`src/rtl/hub75_rx.sv`:
```
// hub75_rx: HUB75 panel receiver; rebuilds the 64-col row shift/latch of a 1/32-scan panel and drains each latched row pair as pixel beats.
// Latency: pix_valid rises on the 4th clk_in edge after the edge that first samples hub_lat high (SYNC_STAGES=2); one beat per cycle when pix_ready is high.
// Backpressure: pix_ready low holds the presented beat; shifting continues meanwhile, and a latch that arrives mid-drain is dropped and flagged as overrun.
module hub75_rx #(
   parameter int COLS        = 64,
   parameter int ROW_BITS    = 5,
   parameter int SYNC_STAGES = 2
) (
   input  logic                clk_in,
   input  logic                reset_n,
   input  logic                hub_clk,
   input  logic                hub_lat,
   input  logic                hub_oe,
   input  logic [ROW_BITS-1:0] hub_addr,
   input  logic [2:0]          hub_rgb1,
   input  logic [2:0]          hub_rgb2,
   output logic                pix_valid,
   input  logic                pix_ready,
   output logic [ROW_BITS:0]   pix_row,
   output logic [5:0]          pix_col,
   output logic [2:0]          pix_rgb,
   output logic                row_done,
   output logic                len_err,
   output logic                overrun,
   output logic                oe_active,
   input  logic                clr_err
);

   localparam int CW = (COLS > 1) ? $clog2(COLS) : 1;
   // Packed pin vector: {oe, lat, clk, addr, rgb1, rgb2}
   localparam int PW    = 3 + ROW_BITS + 6;
   localparam int P_OE  = PW - 1;
   localparam int P_LAT = PW - 2;
   localparam int P_CLK = PW - 3;
   localparam logic [PW-1:0] PIN_RST = {1'b1, {(PW-1){1'b0}}};
   localparam logic [6:0]    CNT_COLS = 7'(COLS);
   localparam logic [6:0]    CNT_MAX  = 7'd127;

   localparam logic [1:0] ST_IDLE = 2'd0;
   localparam logic [1:0] ST_TOP  = 2'd1;
   localparam logic [1:0] ST_BOT  = 2'd2;
   localparam logic [1:0] ST_DONE = 2'd3;

   logic [PW-1:0] pins;
   logic [PW-1:0] pins_s;
   logic [SYNC_STAGES-1:0][PW-1:0] sync_q, sync_d;

   // Edge-detect stage: events and the data that belongs to them travel together.
   logic                clk_prev_q, clk_prev_d;
   logic                lat_prev_q, lat_prev_d;
   logic                shift_ev_q, shift_ev_d;
   logic                lat_ev_q, lat_ev_d;
   logic [ROW_BITS-1:0] ev_addr_q, ev_addr_d;
   logic [2:0]          ev_top_q, ev_top_d;
   logic [2:0]          ev_bot_q, ev_bot_d;

   // Capture: shift registers, snapshots, shift counter, sticky flags.
   logic [COLS-1:0][2:0] sr_top_q, sr_top_d;
   logic [COLS-1:0][2:0] sr_bot_q, sr_bot_d;
   logic [COLS-1:0][2:0] snap_top_q, snap_top_d;
   logic [COLS-1:0][2:0] snap_bot_q, snap_bot_d;
   logic [6:0]           cnt_q, cnt_d;
   logic [6:0]           cnt_inc;
   logic [ROW_BITS-1:0]  row_q, row_d;
   logic                 start_q, start_d;
   logic                 len_err_q, len_err_d;
   logic                 overrun_q, overrun_d;
   logic                 idle;
   logic                 take;

   // Drain: FSM plus registered beat outputs.
   logic [1:0]          state_q, state_d;
   logic                valid_q, valid_d;
   logic [ROW_BITS:0]   prow_q, prow_d;
   logic [5:0]          pcol_q, pcol_d;
   logic [2:0]          prgb_q, prgb_d;
   logic [5:0]          col_nxt;
   logic                last_col;

   assign pins   = {hub_oe, hub_lat, hub_clk, hub_addr, hub_rgb1, hub_rgb2};
   assign pins_s = sync_q[SYNC_STAGES-1];

   // Synchroniser shift and edge detection on the synced clk/lat pins.
   always_comb begin
      sync_d     = {sync_q[SYNC_STAGES-2:0], pins};
      clk_prev_d = pins_s[P_CLK];
      lat_prev_d = pins_s[P_LAT];
      shift_ev_d = pins_s[P_CLK] & ~clk_prev_q;
      lat_ev_d   = pins_s[P_LAT] & ~lat_prev_q;
      ev_addr_d  = pins_s[6 +: ROW_BITS];
      ev_top_d   = pins_s[3 +: 3];
      ev_bot_d   = pins_s[0 +: 3];
   end

   // Shift first, then latch: a shift and latch in the same cycle both see the new bit.
   always_comb begin
      sr_top_d = sr_top_q;
      sr_bot_d = sr_bot_q;
      if (shift_ev_q) begin
         sr_top_d = {sr_top_q[COLS-2:0], ev_top_q};
         sr_bot_d = {sr_bot_q[COLS-2:0], ev_bot_q};
      end

      cnt_inc = cnt_q;
      if (shift_ev_q && (cnt_q != CNT_MAX)) begin
         cnt_inc = cnt_q + 7'd1;
      end
      cnt_d = lat_ev_q ? 7'd0 : cnt_inc;

      // A latch still waiting to start its drain counts as busy.
      idle = (state_q == ST_IDLE) && !start_q;
      take = lat_ev_q && idle;

      start_d    = take;
      snap_top_d = take ? sr_top_d  : snap_top_q;
      snap_bot_d = take ? sr_bot_d  : snap_bot_q;
      row_d      = take ? ev_addr_q : row_q;

      // Set beats clear when both happen in one cycle.
      len_err_d = (len_err_q && !clr_err) || (lat_ev_q && (cnt_inc != CNT_COLS));
      overrun_d = (overrun_q && !clr_err) || (lat_ev_q && !idle);
   end

   // Drain FSM: top half then bottom half, column 0 is the oldest of the last COLS shifts.
   always_comb begin
      state_d  = state_q;
      valid_d  = valid_q;
      prow_d   = prow_q;
      pcol_d   = pcol_q;
      prgb_d   = prgb_q;
      col_nxt  = pcol_q + 6'd1;
      last_col = (pcol_q[CW-1:0] == {CW{1'b1}});

      case (state_q)
         ST_IDLE: begin
            if (start_q) begin
               state_d = ST_TOP;
               valid_d = 1'b1;
               prow_d  = {1'b0, row_q};
               pcol_d  = 6'd0;
               prgb_d  = snap_top_q[COLS-1];
            end
         end
         ST_TOP: begin
            if (pix_ready) begin
               if (last_col) begin
                  state_d = ST_BOT;
                  prow_d  = {1'b1, row_q};
                  pcol_d  = 6'd0;
                  prgb_d  = snap_bot_q[COLS-1];
               end else begin
                  pcol_d = col_nxt;
                  prgb_d = snap_top_q[~col_nxt[CW-1:0]];
               end
            end
         end
         ST_BOT: begin
            if (pix_ready) begin
               if (last_col) begin
                  state_d = ST_DONE;
                  valid_d = 1'b0;
               end else begin
                  pcol_d = col_nxt;
                  prgb_d = snap_bot_q[~col_nxt[CW-1:0]];
               end
            end
         end
         default: begin
            state_d = ST_IDLE;
         end
      endcase
   end

   // State registers with synchronous active-low reset; a reset mid-drain abandons the row.
   always_ff @(posedge clk_in) begin
      if (!reset_n) begin
         sync_q     <= {SYNC_STAGES{PIN_RST}};
         clk_prev_q <= 1'b0;
         lat_prev_q <= 1'b0;
         shift_ev_q <= 1'b0;
         lat_ev_q   <= 1'b0;
         ev_addr_q  <= '0;
         ev_top_q   <= '0;
         ev_bot_q   <= '0;
         sr_top_q   <= '0;
         sr_bot_q   <= '0;
         snap_top_q <= '0;
         snap_bot_q <= '0;
         cnt_q      <= '0;
         row_q      <= '0;
         start_q    <= 1'b0;
         len_err_q  <= 1'b0;
         overrun_q  <= 1'b0;
         state_q    <= ST_IDLE;
         valid_q    <= 1'b0;
         prow_q     <= '0;
         pcol_q     <= '0;
         prgb_q     <= '0;
      end else begin
         sync_q     <= sync_d;
         clk_prev_q <= clk_prev_d;
         lat_prev_q <= lat_prev_d;
         shift_ev_q <= shift_ev_d;
         lat_ev_q   <= lat_ev_d;
         ev_addr_q  <= ev_addr_d;
         ev_top_q   <= ev_top_d;
         ev_bot_q   <= ev_bot_d;
         sr_top_q   <= sr_top_d;
         sr_bot_q   <= sr_bot_d;
         snap_top_q <= snap_top_d;
         snap_bot_q <= snap_bot_d;
         cnt_q      <= cnt_d;
         row_q      <= row_d;
         start_q    <= start_d;
         len_err_q  <= len_err_d;
         overrun_q  <= overrun_d;
         state_q    <= state_d;
         valid_q    <= valid_d;
         prow_q     <= prow_d;
         pcol_q     <= pcol_d;
         prgb_q     <= prgb_d;
      end
   end

   assign pix_valid = valid_q;
   assign pix_row   = prow_q;
   assign pix_col   = pcol_q;
   assign pix_rgb   = prgb_q;
   assign row_done  = (state_q == ST_DONE);
   assign len_err   = len_err_q;
   assign overrun   = overrun_q;
   assign oe_active = ~pins_s[P_OE];

endmodule

```
`config.mk`:
```
export PLATFORM = sky130hd
export DESIGN_NAME = hub75_rx
export DESIGN_NICKNAME = d
export VERILOG_FILES = /design/src/rtl/hub75_rx.sv
export SDC_FILE = /design/constraint.sdc
export NUM_CORES = 2
export LEC_CHECK = 0
export BUFFER_PORTS_ARGS = -buffer_cell sky130_fd_sc_hd__buf_2
export CAP_MARGIN = 20
export CORE_ASPECT_RATIO = 2
export CORE_UTILIZATION = 59
export CTS_BUF_LIST = sky130_fd_sc_hd__clkbuf_2
export CTS_CLUSTER_DIAMETER = 100
export DETAILED_ROUTE_END_ITERATION = 10
export PLACE_DENSITY = 0.84
export SLEW_MARGIN = 0
export SYNTH_ARGS = -nofsm -noshare
export SYNTH_HDL_FRONTEND = slang
export SYNTH_SLANG_ARGS = --single-unit
```
`constraint.sdc`:
```
create_clock -name clk_in -period 2.35 [get_ports clk_in]
set_clock_uncertainty 0.15 [all_clocks]
set_input_delay 0.235 -clock clk_in [delete_from_list [all_inputs] [get_ports clk_in]]
set_output_delay 0.235 -clock clk_in [all_outputs]
set_load 0.02 [all_outputs]
```
==> impl_metrics.py <==
metrics = {
    "outcome": {
        "status": "finished with violations",
        "violations": "negative setup slack",
    },
    "worst_setup_path": {
        "crit_chain": "ha_4 -> buf_12 -> mux4_2 -> mux2i_1 -> buf_4 -> a32oi_1 -> a31oi_1 -> buf_4 -> or3_4 -> a41oi_2",
        "path_common_cell": "buf_4",
        "crit_path_end_kind": "flop",
        "r2r_start": "pix_col[0]",
        "cp_data_required_time_ns": 3.26,
        "timing.reg2reg.setup_slack_ns": -0.30,
        "arrival_ns": 3.56,
        "start_kind": "flop",
        "worstPathMaxFanout": 8,
        "r2r_end": "pix_rgb[1]",
        "rr_worst_depth": 10,
        "critPathKind": "reg -> reg",
        "slowest_stage": "mux4_2",
        "timing.critical_path.slowest_cell_delay_ns": 0.49,
    },
    "floorplanning": {
        "fp.dieH_um": 342,
        "io_pins": 38,
        "rows": 124,
        "die-area_um2": 58700,
        "die_x_um": 172,
        "start_util_pct": 59.6,
        "core_area_um2": 57100,
    },
    "final_layout": {
        "area_delta_synth_final_pct": 11.6,
        "final_util_pct": 66.5,
        "fin_cells": 4137,
        "nNetsFinal": 3305,
        "drive_gt1_share_pct": 16.1,
    },
    "synthesis": {
        "ys.flop_type": "dfxtp_1",
        "synthAdderAreaFrac_pct": 0.257,
        "synth-async-reset-ratio_pct": 0,
        "ys_top_cells_by_area": "dfxtp_1, mux2i_1, o211a_1, nor2b_1, nand2_1",
        "synth.distinct_cells": 53,
        "syn-num-nets": 3155,
        "syn_inst": 3130,
        "synth_top_family_by_area": "multiplexers",
        "muxShareOfSynthArea_pct": 18.0,
        "synth-compound-area-share_pct": 13.3,
        "synth_seq_cells": 844,
        "synth-xor-area-share_pct": 0.405,
        "seq_area_frac_synth_pct": 49.7,
        "synth-edff-count": 0,
        "synth_simple_gate_area_share_pct": 14.6,
        "synth_top_area_share_pct": 49.7,
        "synth_top_cell_by_area": "dfxtp_1",
        "syn-cell-area_um2": 34000,
        "ys_warn_count": 0,
        "avgSynthCellArea_um2": 10.9,
    },
    "timing": {
        "relSlewSlack_pct": 52.3,
        "max_freq_ghz": 0.378,
        "rsz0062_at_grt": "true",
        "whs_ns": 0.190,
        "hold_viol_final": 0,
        "finalWorstSetupSlack_ns": -0.296,
        "period_share_pct": 113,
        "worst_slew_pin_slew_ns": 0.715,
        "min_period_ns": 2.65,
        "slew_viol_final": 0,
        "setup_viol": 4,
    },
    "cts": {
        "cts_tree": "yes",
        "clkLatencyLatePin_ns": 1.22,
        "cts_max_level": 4,
        "clkTransAtPathRegs_ns": 0.13,
        "cts_root_buf": "clkbuf_2",
        "clock-sinks": 844,
        "numCtsBuffers": 171,
        "clk_path_buf_depth": 3,
    },
    "route": {
        "routedWlPerCell_um": 18.1,
        "vias": 23800,
        "firstDrtPassIters": 5,
        "wirelength_um": 75000,
        "ant_nets": 0,
        "drt_iter0_markers": 1233,
        "via_per_inst": 5.76,
        "drc": 0,
    },
    "place": {
        "io_buffers": 37,
        "hpwl_um": 48700,
        "dp.cells": 3790,
        "globalplace.congestion": 0.850,
    },
    "worst_hold_path": {
        "min-delay-start": "pix_ready",
        "min_to": "pix_col[4]",
        "hold_class": "in -> reg",
        "holdPathStages": 6,
    },
    "grt": {
        "grt_pass1_wl_um": 120000,
        "antenna_found_initial": 1,
        "grt_start_max_net_pins": 150,
        "grt_overflow": 0,
        "track_usage_pct": 25.5,
        "grt_pass1_vias": 24700,
    },
    "power_and_ir_drop": {
        "p_leak_nw": 17.5,
        "p_per_area_nw_per_um2": 685,
        "vdd_drop_max_mv": 0.378,
    },
    "flow_run": {
        "maxCapViolCount": 0,
    },
}
==> critical path, delay by kind of cell, from the launching register on <==
family	cells	cell delay [ns]
multiplexers	2	0.63
buffers and inverters	3	0.48
adder cells (fa/ha/maj)	1	0.39
flip-flops	1	0.38
AO/OA/AOI/OAI	3	0.32
AND/OR/NAND/NOR	1	0.13
==> area by class of cell <==
cell class / instances / area (µm²)
Sequential cell: 844 / 16900
Inverter: 8 / 30.0
Antenna cell: 1 / 2.50
Clock inverter: 43 / 337
Fill cell: 4244 / 19100
Multi-Input combinational cell: 2010 / 15900
Clock buffer: 230 / 1150
Tap cell: 756 / 946
Timing Repair Buffer: 245 / 2630
==> per-stage QoR <==
stage / cell area (µm²) / power [mW] / TNS [ns] / setup WS, ns
floorplan: 34100 / 16.8 / 0 / 0.00598
global placement: 35500 / 17.5 / -0.935 / -0.336
detailed placement: 35500 / 17.6 / -1.09 / -0.397
CTS: 37800 / 26.1 / -0.880 / -0.254
global route: 38000 / 27.1 / -1.28 / -0.367
finish: 38000 / 26.0 / -0.802 / -0.296
==> layout by cell type (no fill, tap or decap), types with 44 or more instances in the layout <==
| cell type | count |
|---|---|
| and2_1 | 44 |
| buf_4 | 103 |
| clkbuf_2 | 230 |
| dfxtp_1 | 836 |
| dlygate4sd3_1 | 48 |
| mux2i_1 | 448 |
| mux4_2 | 72 |
| nand2_1 | 461 |
| nor2b_1 | 402 |
| o211a_1 | 384 |
==> logic make-up after synthesis <==
group	count (synthesis)
xor gates and xnor gates	14
buffers and inverters	276
muxes	521
AOI/OAI and AO/OA	475
and+or+nand+nor	993
DFF	844
adders and majority gates	7
==> sequential cells by signal, indices dropped and copies added, names as in the netlist, 2 cells and up <==
register    count
sr_top_q      192
ev_addr_q       5
pins_s         14
pix_row         6
ev_bot_q        3
snap_top_q    192
sync_d         14
cnt_q           7
snap_bot_q    192
state_q         2
sr_bot_q      192
pix_col         6
ev_top_q        3
row_q           5
pix_rgb         3
==> power breakdown <==
part	leakage, nW	total (mW)	switching [mW]	internal (mW)
sequential	6.83	15.1	0.298	14.8
clock	1.10	8.51	5.25	3.26
combinational	9.56	2.45	1.28	1.17
total	17.5	26.0	6.82	19.2
==> how the worst max path moves through the flow <==
| stage | from | endpoint | slack, ns | cells after the start |
|---|---|---|---|---|
| floorplan | pix_col[1] | pix_rgb[0] | 0.006 | 10 |
| global placement | pix_col[1] | pix_rgb[0] | -0.34 | 9 |
| detailed placement | pix_col[1] | pix_rgb[0] | -0.40 | 9 |
| CTS | pix_col[0] | pix_rgb[1] | -0.25 | 10 |
| global route | pix_col[0] | pix_rgb[1] | -0.37 | 10 |
| finish | pix_col[0] | pix_rgb[1] | -0.30 | 10 |
==> layer usage <==
metal	vias up	wire length, µm	global-route usage, %	part of all wire (%)
met3	253	2990	4.36	4.0
met4	0	4400	17.0	5.9
met5	-	0	0	0
met2	577	40300	47.7	54
li1	11400	-	-	-
met1	11600	27400	25.2	36
==> repair_timing <==
| action | in CTS | in global routing |
|---|---|---|
| hold buffers | 49 | 0 |
| endpoints found under the setup margin | 15 | 191 |
| setup buffers | 17 | 3 |
| gates cloned | 3 | 2 |
| resized for setup | 35 | 20 |
| endpoints found under the hold margin | 844 | 0 |
| pin swaps | 9 | 5 |
==> synth_stat cells, types with 10 or more instances <==
cell      number
mux4_2        72
buf_1         25
clkbuf_1     137
buf_4         10
dfxtp_1      844
nand3_1       32
buf_2         84
nor2_1        21
a31oi_1       12
nor2b_1      403
o211a_1      384
mux2i_1      449
a32oi_1       10
nand2_1      462
a22oi_1       28
and2_1        45
Note: power is estimated with default switching activity, not from simulation.
